[src/rtl/sobel_pkg.sv]
// Shared types and default geometry for the Sobel line-buffer sequencer.
// The state enum is shared so the sequencer and any future observers agree on encoding.
package sobel_pkg;

    typedef enum logic [1:0] {
        WAIT_VS = 2'd0,
        FILL    = 2'd1,
        RUN     = 2'd2
    } state_t;

    localparam int DEF_H_ACT    = 1280;
    localparam int DEF_V_ACT    = 720;
    localparam int DEF_CNT_W    = 12;
    localparam int DEF_PIPE_LAT = 2;

    // {hs, vs, de, win_valid} travel together through the alignment delay
    localparam int DLY_W = 4;

endpackage

[src/rtl/sobel_sync_dly.sv]
// Reset-to-zero shift register of configurable depth and width.
// Keeps the video timing aligned with the window/gradient pipeline latency.
module sobel_sync_dly
    import sobel_pkg::*;
#(
    parameter int DEPTH = DEF_PIPE_LAT,
    parameter int WIDTH = DLY_W
) (
    input  logic             pix_clk,
    input  logic             rst,
    input  logic [WIDTH-1:0] i_d,
    output logic [WIDTH-1:0] o_d
);

    logic [WIDTH-1:0] r_pipe [DEPTH];

    // shift one stage per pixel clock, clearing every stage on reset
    always_ff @(posedge pix_clk) begin
        if (rst) begin
            for (int i = 0; i < DEPTH; i++) begin
                r_pipe[i] <= '0;
            end
        end else begin
            r_pipe[0] <= i_d;
            for (int i = 1; i < DEPTH; i++) begin
                r_pipe[i] <= r_pipe[i-1];
            end
        end
    end

    assign o_d = r_pipe[DEPTH-1];

endmodule

[src/rtl/sobel_linebuf_ctrl.sv]
// Sequencer for the 3-line Sobel window: tracks pixel position from hs/vs/de,
// drives the two line FIFOs, aligns timing to the gradient output and flags bad frames.
module sobel_linebuf_ctrl
    import sobel_pkg::*;
#(
    parameter int H_ACT    = DEF_H_ACT,
    parameter int V_ACT    = DEF_V_ACT,
    parameter int CNT_W    = DEF_CNT_W,
    parameter int PIPE_LAT = DEF_PIPE_LAT
) (
    input  logic             pix_clk,
    input  logic             rst,
    input  logic             i_hs,
    input  logic             i_vs,
    input  logic             i_de,
    output logic             fifo_rst,
    output logic             fifo1_wr_en,
    output logic             fifo1_rd_en,
    output logic             fifo2_wr_en,
    output logic             fifo2_rd_en,
    output logic [CNT_W-1:0] x_cnt,
    output logic [CNT_W-1:0] y_cnt,
    output logic             o_hs,
    output logic             o_vs,
    output logic             o_de,
    output logic             o_win_valid,
    output logic             err_len,
    output logic             err_lines,
    output logic [15:0]      frame_cnt
);

    localparam logic [CNT_W-1:0] LP_H_MAX = CNT_W'(H_ACT);
    localparam logic [CNT_W-1:0] LP_V_MAX = CNT_W'(V_ACT);
    localparam logic [CNT_W-1:0] LP_ONE   = CNT_W'(1);
    localparam logic [CNT_W-1:0] LP_TWO   = CNT_W'(2);

    state_t           r_state;
    state_t           w_state_nxt;
    logic             r_vs_q;
    logic             r_de_q;
    logic             r_fifo_rst;
    logic             r_x_ovf;
    logic             r_err_len;
    logic             r_err_lines;
    logic [CNT_W-1:0] r_x_cnt;
    logic [CNT_W-1:0] r_y_cnt;
    logic [15:0]      r_frame_cnt;

    logic             w_active;
    logic             w_vs_rise;
    logic             w_de_acc;
    logic             w_line_end;
    logic             w_y_ge1;
    logic             w_y_ge2;
    logic             w_x_ge2;
    logic             w_f1_wr;
    logic             w_f1_rd;
    logic             w_f2_rd;
    logic             w_win_pre;
    logic [DLY_W-1:0] w_dly_out;

    // a de cycle only counts once a frame has started, outside vsync and reset
    assign w_active   = (r_state != WAIT_VS);
    assign w_vs_rise  = i_vs & ~r_vs_q;
    assign w_de_acc   = i_de & w_active & ~i_vs & ~rst;
    assign w_line_end = r_de_q & ~w_de_acc;
    assign w_y_ge1    = (r_y_cnt >= LP_ONE);
    assign w_y_ge2    = (r_y_cnt >= LP_TWO);
    assign w_x_ge2    = (r_x_cnt >= LP_TWO);

    // state register
    always_ff @(posedge pix_clk) begin
        if (rst) begin
            r_state <= WAIT_VS;
        end else begin
            r_state <= w_state_nxt;
        end
    end

    // next state plus zero-latency FIFO strobes and pre-delay window qualifier
    always_comb begin
        w_state_nxt = r_state;
        w_f1_wr     = 1'b0;
        w_f1_rd     = 1'b0;
        w_f2_rd     = 1'b0;
        w_win_pre   = 1'b0;
        if (w_vs_rise) begin
            w_state_nxt = FILL;
        end else begin
            case (r_state)
                WAIT_VS: begin
                    w_state_nxt = WAIT_VS;
                end
                FILL: begin
                    w_f1_wr = w_de_acc;
                    w_f1_rd = w_de_acc & w_y_ge1;
                    // the line that brings y_cnt to 2 completes the fill
                    if (w_line_end && w_y_ge1) begin
                        w_state_nxt = RUN;
                    end else begin
                        w_state_nxt = FILL;
                    end
                end
                RUN: begin
                    w_f1_wr     = w_de_acc;
                    w_f1_rd     = w_de_acc & w_y_ge1;
                    w_f2_rd     = w_de_acc & w_y_ge2;
                    w_win_pre   = w_de_acc & w_y_ge2 & w_x_ge2;
                    w_state_nxt = RUN;
                end
                default: begin
                    w_state_nxt = WAIT_VS;
                end
            endcase
        end
    end

    // edge-detect history and the registered FIFO clear request
    always_ff @(posedge pix_clk) begin
        if (rst) begin
            r_vs_q     <= 1'b0;
            r_de_q     <= 1'b0;
            r_fifo_rst <= 1'b1;
        end else begin
            r_vs_q     <= i_vs;
            r_de_q     <= w_de_acc;
            r_fifo_rst <= i_vs;
        end
    end

    // position counters, sticky frame errors and the completed-frame count
    always_ff @(posedge pix_clk) begin
        if (rst) begin
            r_x_cnt     <= '0;
            r_y_cnt     <= '0;
            r_x_ovf     <= 1'b0;
            r_err_len   <= 1'b0;
            r_err_lines <= 1'b0;
            r_frame_cnt <= 16'd0;
        end else if (w_vs_rise) begin
            r_x_cnt     <= '0;
            r_y_cnt     <= '0;
            r_x_ovf     <= 1'b0;
            r_err_len   <= 1'b0;
            r_err_lines <= 1'b0;
            if (w_active) begin
                r_frame_cnt <= r_frame_cnt + 16'd1;
            end else begin
                r_frame_cnt <= r_frame_cnt;
            end
        end else if (w_de_acc) begin
            // x_cnt saturates, so remember overlong lines separately
            if (r_x_cnt == LP_H_MAX) begin
                r_x_ovf <= 1'b1;
            end else begin
                r_x_cnt <= r_x_cnt + LP_ONE;
            end
        end else if (w_line_end) begin
            r_x_cnt <= '0;
            r_x_ovf <= 1'b0;
            if ((r_x_cnt != LP_H_MAX) || r_x_ovf) begin
                r_err_len <= 1'b1;
            end else begin
                r_err_len <= r_err_len;
            end
            if (r_y_cnt == LP_V_MAX) begin
                r_err_lines <= 1'b1;
            end else begin
                r_y_cnt <= r_y_cnt + LP_ONE;
            end
        end else begin
            r_x_cnt <= r_x_cnt;
        end
    end

    sobel_sync_dly #(
        .DEPTH (PIPE_LAT),
        .WIDTH (DLY_W)
    ) u_sync_dly (
        .pix_clk (pix_clk),
        .rst     (rst),
        .i_d     ({i_hs, i_vs, i_de, w_win_pre}),
        .o_d     (w_dly_out)
    );

    // rst is folded in so the FIFOs are held clear during reset and one cycle after
    assign fifo_rst    = rst | r_fifo_rst;
    assign fifo1_wr_en = w_f1_wr;
    assign fifo1_rd_en = w_f1_rd;
    assign fifo2_wr_en = w_f1_rd;
    assign fifo2_rd_en = w_f2_rd;
    assign x_cnt       = r_x_cnt;
    assign y_cnt       = r_y_cnt;
    assign err_len     = r_err_len;
    assign err_lines   = r_err_lines;
    assign frame_cnt   = r_frame_cnt;
    assign {o_hs, o_vs, o_de, o_win_valid} = w_dly_out;

endmodule

[config.mk]
export PLATFORM = sky130hd
export DESIGN_NAME = sobel_linebuf_ctrl
export DESIGN_NICKNAME = d
export VERILOG_FILES = /design/src/rtl/sobel_pkg.sv /design/src/rtl/sobel_sync_dly.sv /design/src/rtl/sobel_linebuf_ctrl.sv
export SDC_FILE = /design/constraint.sdc
export NUM_CORES = 1
export LEC_CHECK = 0
export CAP_MARGIN = 0
export CORE_MARGIN = 8
export CORE_UTILIZATION = 30
export CTS_CLUSTER_SIZE = 40
export DETAILED_ROUTE_END_ITERATION = 10
export GPL_TIMING_DRIVEN = 0
export SLEW_MARGIN = 30
export SYNTH_ARGS = -nofsm -noshare
export SYNTH_HDL_FRONTEND = slang
export SYNTH_SLANG_ARGS = --single-unit
[constraint.sdc]
create_clock -name pix_clk -period 2.4 [get_ports pix_clk]
set_input_delay 0.48 -clock pix_clk [delete_from_list [all_inputs] [get_ports pix_clk]]
set_output_delay 0.48 -clock pix_clk [all_outputs]
set_load 0.005 [all_outputs]
# Word level (Yosys, flattened, before mapping)

Memory sizes are Yosys's and may differ from the RTL's.
Cells that the tools add are included.

Memories: 1
Input bits: 5
Logic and storage cells: 75
Latch bits: 0
Memory bits (read-only): 0
Flip-flop bits (word level): 48
Bits in writable memories: 8
Output and inout bits: 51

Divide/modulo/power cells: 0
Mux-type cells: 22
Shifts and indexed selects: 0
$lt $le $gt $ge: 3
Equal/unequal tests: 7
$add $sub $neg: 3
Multiply operators: 0
Bitwise operators: 16
Reduce and logical (&&, ||, !) cells: 12

Memory list:

| memory            | words | bits a word | rd ports | clocked after Yosys merged registers in | wr ports | line                 | RTL |
|---|---|---|---|---|---|---|---|
| u_sync_dly.r_pipe | 2     | 4           | 2        | 0                                       | 2        | sobel_sync_dly.sv:15 | `logic [WIDTH-1:0] r_pipe [DEPTH];` |

Operator list:

| cell                  | count |
|---|---|
| $mux 12               | 3 |
| $add 12x1->12 const B | 2 |
| $ge 12x2->1 const B   | 2 |
| $add 16x1->16 const B | 1 |
| $mux 1                | 15 |
| $eq 12x10->1 const B  | 1 |
| $eq 12x11->1 const B  | 1 |
| $ge 12x1->1 const B   | 1 |
| $ne 12x11->1 const B  | 1 |
| $reduce_and 3->1      | 3 |
| $and 1x1->1           | 8 |
| $mux 4                | 2 |
| $reduce_and 2->1      | 3 |
| $not 1->1             | 5 |
| $pmux 2 s2            | 1 |
| $reduce_bool 2->1     | 2 |
| $reduce_or 2->1       | 2 |
| $or 1x1->1            | 3 |
| $eq 2x1->1 const B    | 1 |
| $eq 2x2->1 const B    | 1 |
| $mux 2                | 1 |
| $ne 2x1->1 const B    | 1 |
| $ne 2x2->1 const B    | 1 |
| $logic_and 1x1->1     | 1 |
| $logic_or 1x1->1      | 1 |

# Logic depth before layout (Yosys ltp)

Gate-level depths: netlist (run 1).

Depth in word-level cells: 10
Gate-level depth with buffers: 8
Mapped depth without buffers: 7

# Modules after synthesis

Synthesis (run 1) repeated with hierarchy kept, for this count alone.

Cells, all modules: 291
Area total of the unflattened synthesis: 2623.8 sq um

Modules (own cells, without submodules):

| module             | cells each | times used | area an instance (sq um) | sequential area each (sq um) |
|---|---|---|---|---|
| sobel_linebuf_ctrl | 271        | 1          | 2383.5                   | 960.9 |
| sobel_sync_dly     | 20         | 1          | 240.2                    | 160.2 |

# Least setup slack after synthesis (run 1)

Ideal clock, no wire load.

Path kind: register -> output
Start point: reg r_state[0]
End point: out fifo2_wr_en
Data required time: 1.920 ns
Setup slack: 0.118 ns
Path buffers: 2
Arrival: 1.802 ns
Cell stages (with the launch flop): 9
Cells stage by stage: dfxtp_1 -> inv_1 -> ha_1 -> or4b_4 -> buf_6 -> clkinv_4 -> and2_1 -> nor2b_1 -> buf_4

Word-level cells in the longest chain between the ends: 7
Elaborated cells between the ends (all ways): 10
Those cells by class: eq/ne (2); mux (2); bitwise (4); reduce/logical (2)

RTL lines:

| item                     | line                                                | RTL |
|---|---|---|
| start: declaration       | sobel_linebuf_ctrl.sv:37                            | `state_t r_state;` |
| start signal: assignment | sobel_linebuf_ctrl.sv:76                            | `r_state <= w_state_nxt;` |
| $reduce_bool 2->1        | sobel_linebuf_ctrl.sv:63                            | `assign w_active = (r_state != WAIT_VS);` |
| $and 1x1->1 (3 in a row) | sobel_linebuf_ctrl.sv:65                            | `assign w_de_acc = i_de & w_active & ~i_vs & ~rst;` |
| $and 1x1->1              | sobel_linebuf_ctrl.sv:96, sobel_linebuf_ctrl.sv:106 |  |
| $mux 1 (*)               | --                                                  |  |
| $mux 1 (*)               | sobel_linebuf_ctrl.sv:87                            | `if (w_vs_rise) begin` |
| end: declaration         | sobel_linebuf_ctrl.sv:19                            | `output logic fifo2_wr_en,` |

Every way passes the cells marked *; elsewhere a longest branch is shown, timed or not.

# Worst setup path in the final report (run 1)

Same ends and word-level chain as after synthesis.

==> qor.txt, run 1 <==
worst slack, placed: -0.820 ns
CP max FO: 2
final core occ: 40.3%
number of antenna diodes: 0
final worst slack: -0.00224 ns
Least-Margin Pin Slew: 0.791 ns
CP Data Required Time: 1.92 ns
worst path cell trace: inv_2, ha_4, or4b_4, clkinv_4, and2_4, nor2b_4, buf_6, buf_6
commonest non-fill, non-tap cells in the layout: 53 x dfxtp_1, 48 x clkdlybuf4s50_1, 27 x a21oi_1
Rel. slew slack: 46.8%
commonest non-fill, non-tap cell in the layout: dfxtp_1
clock root cell: clkbuf_8
TritonCTS clock tree: built
number of instances in the placed design: 466
vias: 2453
number of I/O pins: 56
RePlAce Congestion: 0.792
CP max stage cell: or4b_4
DRC viols: 0
die area: 11900 sq um
Post-Syn Instances: 303
Worst setup EP type: primary output
kind of critical path: reg -> out
Max Buffers Root-to-Sink: 2
Setup Skew: 0.00864 ns
Synth Flop Type: dfxtp_1
first-pass GRT wire length: 11400 um
Post-Layout Cell Count: 478
layout cells sized above 1: 10.5%
Post-synth EDFFs: 0
Post-Syn Area: 2610 sq um
total CTS buffers: 5
total gr overflow: 0
syn nets: 319
core area: 8590 sq um
Synth Register Bits: 55
Final setup viols: 1
Setup Total Neg Slack: -0.00224 ns
Final HPWL DP: 5100 um
ys async rst share: 0%
1st-iter DRT viols: 87
number of max-cap violations: 0
drt pass-1 iters: 4
Final ANT Viol Nets: 0
# rows: 34
P_leak: 1.23 nW
Slew Limit Fails: 0
Initial Util: 30.4%
Largest stage delay, worst path: 0.55 ns
min Tclk post-route: 2.40 ns
CP startpoint kind: flip-flop
routed vias/inst: 5.13
Die X: 109 um
WL per Instance: 14.6 um
# clock sinks: 55
Final Hold Fails: 0
area growth from synthesis to layout: 32.8%
Syn. warnings: 0
fill count: 900
maximum VDD drop: 188 uV
violated checks: setup timing
cell mode on critical path: buf_6
RSZ-0062 raised after global routing: yes
Pwr Density: 434 nW/um^2
post-synthesis area per instance: 8.62 sq um
WHS: 0.449 ns
vias in the first global route: 2316
Hold Path Class: reg -> reg
synth unique cells: 45
htree depth: 2
largest net degree at the start of global routing: 16
Final nets: 385
initial antenna violation count: 0
outcome: finished, violations left
port bufs: 55
Worst-Skew Late Latency: 0.31 ns
GRT Util Overall: 11.8%
clk slew on worst S/H paths: 0.09 ns
CTS Hold Bufs: 0
Final Cycle Share: 100%
Vert. Die Dim: 109 um
Routed WL: 6990 um
sequential share of the synthesized area: 42.2%
CP Data Arrival Time: 1.92 ns
Max Clock Freq: 416 MHz
## repair_timing
action	CTS	global route
buffers inserted	4	1
cloned	0	0
resized for setup	30	6
pin swaps	3	0
setup endpoints to repair	6	5
## cell type report
type,count,area (sq um),area share [%]
Timing Repair Buffer,60,581,16.7
Tap cell,108,135,3.90
Buffer,12,53.8,1.55
Multi-Input combinational cell,223,1460,42.2
Clock inverter,1,5.00,0.144
Sequential cell,55,1100,31.8
Clock buffer,7,76.3,2.20
Inverter,12,50.0,1.44
## logic make-up (layout without fill, tap and decap cells)
| group | count (synthesis) | in the layout | synth area share [%] |
|---|---|---|---|
| xor+xnor | 12 | 12 | 4.02 |
| simple gates | 137 | 137 | 29.5 |
| fa+ha+maj | 11 | 11 | 5.27 |
| compound gates | 60 | 60 | 13.5 |
| flops | 55 | 55 | 42.2 |
| mux | 3 | 3 | 1.29 |
| buf+inv | 25 | 92 | 4.22 |
## power by group
part | leakage (nW) | switching (mW) | total [mW] | internal (mW)
clock | 0.0422 | 0.298 | 0.504 | 0.206
combinational | 0.746 | 0.0446 | 0.0756 | 0.0310
sequential | 0.446 | 0.00458 | 0.925 | 0.920
## metal layers
layer	up-vias	part of all wire (%)	GRT usage, %
met1	1144	46	14.8
met2	79	44	18.8
li1	1218	-	-
met4	0	1.6	3.86
met5	-	0	0
met3	12	8.3	3.81
## critical path, delay by kind of cell, from the launching register on
kind / cells / cell delay (ns)
adder cells (fa/ha/maj): 1 / 0.15
buffers and inverters: 4 / 0.29
AND/OR/NAND/NOR: 3 / 0.82
flip-flops: 1 / 0.35
## path summary, 6_finish.rpt
kind                                      startpoint                            endpoint  slack, ns  cells after the start
setup / recovery               r_state[0]$_SDFF_PP0_                         fifo2_wr_en     -0.002                      8
hold / removal    u_sync_dly.r_pipe[0][1]$_SDFF_PP0_  u_sync_dly.r_pipe[0][5]$_SDFF_PP0_       0.45                      1
setup reg to reg               r_state[0]$_SDFF_PP0_               x_cnt[1]$_SDFFE_PP0P_       0.18                      8
hold reg to reg   u_sync_dly.r_pipe[0][1]$_SDFF_PP0_  u_sync_dly.r_pipe[0][5]$_SDFF_PP0_       0.45                      1
## synthesized netlist by cell type, types with 2 or more instances
cell,instances,area (sq um)
nor2b_1,12,75.1
and2_1,6,37.5
and3_1,9,56.3
nand2_1,14,52.6
inv_1,11,41.3
xor2_1,6,52.6
nand4_1,14,87.6
nand3_1,14,70.1
xnor2_1,6,52.6
nor4_1,6,37.5
and4_1,3,26.3
dfxtp_1,55,1100
o311ai_0,2,17.5
o311a_1,2,20.0
nand4b_1,2,17.5
or4_1,3,22.5
nor2_1,26,97.6
a21oi_1,27,135
clkbuf_1,10,37.5
or2_2,3,18.8
nand2b_1,2,12.5
o21ai_0,18,90.1
nor3_1,5,25.0
or3_1,11,68.8
nor3b_1,2,15.0
a31oi_1,3,18.8
ha_1,11,138
mux2_2,3,33.8
## through the flow
stage	power, mW	instance area, sq um
2_1_floorplan	0.986	2610
3_3_place_gp	1.02	3300
3_5_place_dp	1.02	3300
4_1_cts	1.53	3430
5_1_grt	1.58	3470
6_report	1.50	3470
## flip-flops by register name, summed over array words and instances, names as in the netlist
signal	count
r_fifo_rst	1
frame_cnt	16
err_len	1
u_sync_dly.r_pipe	8
r_state	2
r_x_ovf	1
y_cnt	12
x_cnt	12
r_de_q	1
err_lines	1
Note: power is estimated with default switching activity, not from simulation.
==> run 2: changes to the inputs <==
- CTS_BUF_LIST: unset -> sky130_fd_sc_hd__clkbuf_16
==> run 2 against run 1 <==
  * The run now ends clean
  * Clock power up 39%
  * Utilization up 0.36 points
  * Register-to-register slack about the same
  * Sequential cell count unchanged
  * Routed wire length down 0.24%
  * Non-clock buffer count down 1
  * Final cell count down 0.21%
  * Setup slack better by 0.028 ns
  * Largest cell class unchanged
  * Largest power group unchanged
==> qor.txt, run 2 (same netlist as run 1, synthesis figures left out) <==
Max Clock Freq: 421 MHz (was 416 MHz)
vias in the first global route: 2311 (was 2316)
commonest non-fill, non-tap cells in the layout: 53 x dfxtp_1, 48 x clkdlybuf4s50_1, 27 x a21oi_1 (unchanged)
worst slack, placed: -0.820 ns (unchanged)
Final ANT Viol Nets: 0 (unchanged)
Final HPWL DP: 5100 um (unchanged)
overall power: 1.70 mW (was 1.50 mW)
number of antenna diodes: 0 (unchanged)
kind of critical path: reg -> out (unchanged)
Reg2Reg Launch Point: r_state[0]$_SDFF_PP0_ (unchanged)
Setup Total Neg Slack: 0 ns (was -0.00224 ns)
clock root cell: clkbuf_16 (was clkbuf_8)
Routed WL: 6980 um (was 6990 um)
CTS Hold Bufs: 0 (unchanged)
HP Start: u_sync_dly.r_pipe[0][1]$_SDFF_PP0_ (unchanged)
Post-Layout Cell Count: 477 (was 478)
sw frac: 21.8% (was 23.1%)
P_leak: 1.25 nW (was 1.23 nW)
RSZ-0062 raised after global routing: yes (unchanged)
vias: 2433 (was 2453)
Rel. slew slack: 45.7% (was 46.8%)
first-pass GRT wire length: 11400 um (about the same)
maximum VDD drop: 346 uV (was 188 uV)
drt pass-1 iters: 4 (unchanged)
P_int: 1.33 mW (was 1.16 mW)
Worst-Skew Late Latency: 0.29 ns (was 0.31 ns)
Die X: 109 um (unchanged)
core area: 8590 sq um (unchanged)
initial antenna violation count: 0 (unchanged)
DRC viols: 0 (unchanged)
# rows: 34 (unchanged)
Final nets: 384 (was 385)
Pwr Density: 486 nW/um^2 (was 434 nW/um^2)
1st-iter DRT viols: 93 (was 87)
Slew Limit Fails: 0 (unchanged)
commonest non-fill, non-tap cell in the layout: dfxtp_1 (unchanged)
number of I/O pins: 56 (unchanged)
Worst Setup SP: r_state[0]$_SDFF_PP0_ (unchanged)
Worst setup EP type: primary output (unchanged)
area of the multi-input gates: 1450 sq um (was 1460 sq um)
Final Cycle Share: 98.9% (was 100%)
GRT Util Overall: 11.8% (about the same)
WL per Instance: 14.6 um (about the same)
Initial Util: 30.4% (unchanged)
total CTS buffers: 5 (unchanged)
Setup Skew: 0.00672 ns (was 0.00864 ns)
Final Hold Fails: 0 (unchanged)
FF+latch area: 1100 sq um (unchanged)
final worst slack: 0.0261 ns (was -0.00224 ns)
routed vias/inst: 5.10 (was 5.13)
CP Data Required Time: 1.92 ns (about the same)
number of max-cap violations: 0 (unchanged)
Comb pwr share: 4.4% (was 5.0%)
Least-Margin Pin Slew: 0.807 ns (was 0.791 ns)
min Tclk post-route: 2.37 ns (was 2.40 ns)
total gr overflow: 0 (unchanged)
Clock power frac: 41.1% (was 33.5%)
Max Buffers Root-to-Sink: 2 (unchanged)
Post-DP Area: 3300 sq um (unchanged)
CP max FO: 2 (unchanged)
CP startpoint kind: flip-flop (unchanged)
largest net degree at the start of global routing: 16 (unchanged)
die area: 11900 sq um (unchanged)
area growth from synthesis to layout: 34.0% (was 32.8%)
final core occ: 40.7% (was 40.3%)
clk slew on worst S/H paths: 0.07 ns (was 0.09 ns)
sequential power share: 54.4% (was 61.5%)
flip-flop count of the largest register after layout: 16 (unchanged)
layout cells sized above 1: 10.0% (was 10.5%)
htree depth: 2 (unchanged)
WHS: 0.442 ns (was 0.449 ns)
fill count: 900 (unchanged)
Final setup viols: 0 (was 1)
fin area: 3500 sq um (was 3470 sq um)
TritonCTS clock tree: built (unchanged)
CP Data Arrival Time: 1.89 ns (was 1.92 ns)
number of instances in the placed design: 466 (unchanged)
Hold Path Class: reg -> reg (unchanged)
port bufs: 55 (unchanged)
outcome: complete, no violations (was finished, violations left)
RePlAce Congestion: 0.792 (unchanged)
NetSw: 0.370 mW (was 0.347 mW)
Vert. Die Dim: 109 um (unchanged)
# clock sinks: 55 (unchanged)
==> run 2: cell count changes in the layout (fill, tap and decap cells not counted), sizes merged <==
cell    previous run  this run
buf               10         9
clkbuf            17        15
inv               11        13
==> run 2: critical path, cell delays in order (launching register included) <==
cell and delay (ns):
dfxtp_2 0.34, inv_2 0.05, ha_4 0.15, or4b_4 0.55, clkinv_4 0.07, and2_4 0.14, nor2b_4 0.14, buf_6 0.10
buf_6 0.08
==> run 2: layer usage <==
layer  GRT usage, %  up-vias  part of all wire [%]
met4           4.34        0                   1.3
met5              0        -                     0
li1               -     1216                     -
met1           14.6     1137                    46
met3           3.81        7                   8.7
met2           18.8       73                    44
==> run 2: area by class of cell <==
| class | count | share of cell area, % |
|---|---|---|
| Tap cell | 108 | 3.86 |
| Timing Repair Buffer | 59 | 16.2 |
| Clock buffer | 5 | 3.58 |
| Inverter | 12 | 1.43 |
| Buffer | 12 | 1.54 |
| Multi-Input combinational cell | 223 | 41.5 |
| Sequential cell | 55 | 31.5 |
| Clock inverter | 3 | 0.358 |
==> run 2: power groups by stage <==
stage	Clock [mW]	Combinational [mW]	Sequential (mW)
2_1_floorplan	0	0.0403	0.945
3_3_place_gp	0	0.0726	0.946
3_5_place_dp	0	0.0734	0.946
4_1_cts	0.729	0.0761	0.925
5_1_grt	0.756	0.0845	0.926
6_report	0.699	0.0755	0.925
==> run 2: final timing paths <==
| kind | endpoint | slack, ns | cells after the start |
|---|---|---|---|
| max | fifo2_wr_en | 0.03 | 8 |
| min | u_sync_dly.r_pipe[0][5]$_SDFF_PP0_ | 0.44 | 1 |
| max reg2reg | x_cnt[1]$_SDFFE_PP0P_ | 0.18 | 8 |
| min reg2reg | u_sync_dly.r_pipe[0][5]$_SDFF_PP0_ | 0.44 | 1 |
==> run 2: what timing repair did <==
action | in CTS | in global routing
setup buffers | 4 | 0
setup endpoints to repair | 6 | 3
pin swaps | 2 | 0
gates resized for setup | 30 | 3
endpoints found under the hold margin | 0 | 0
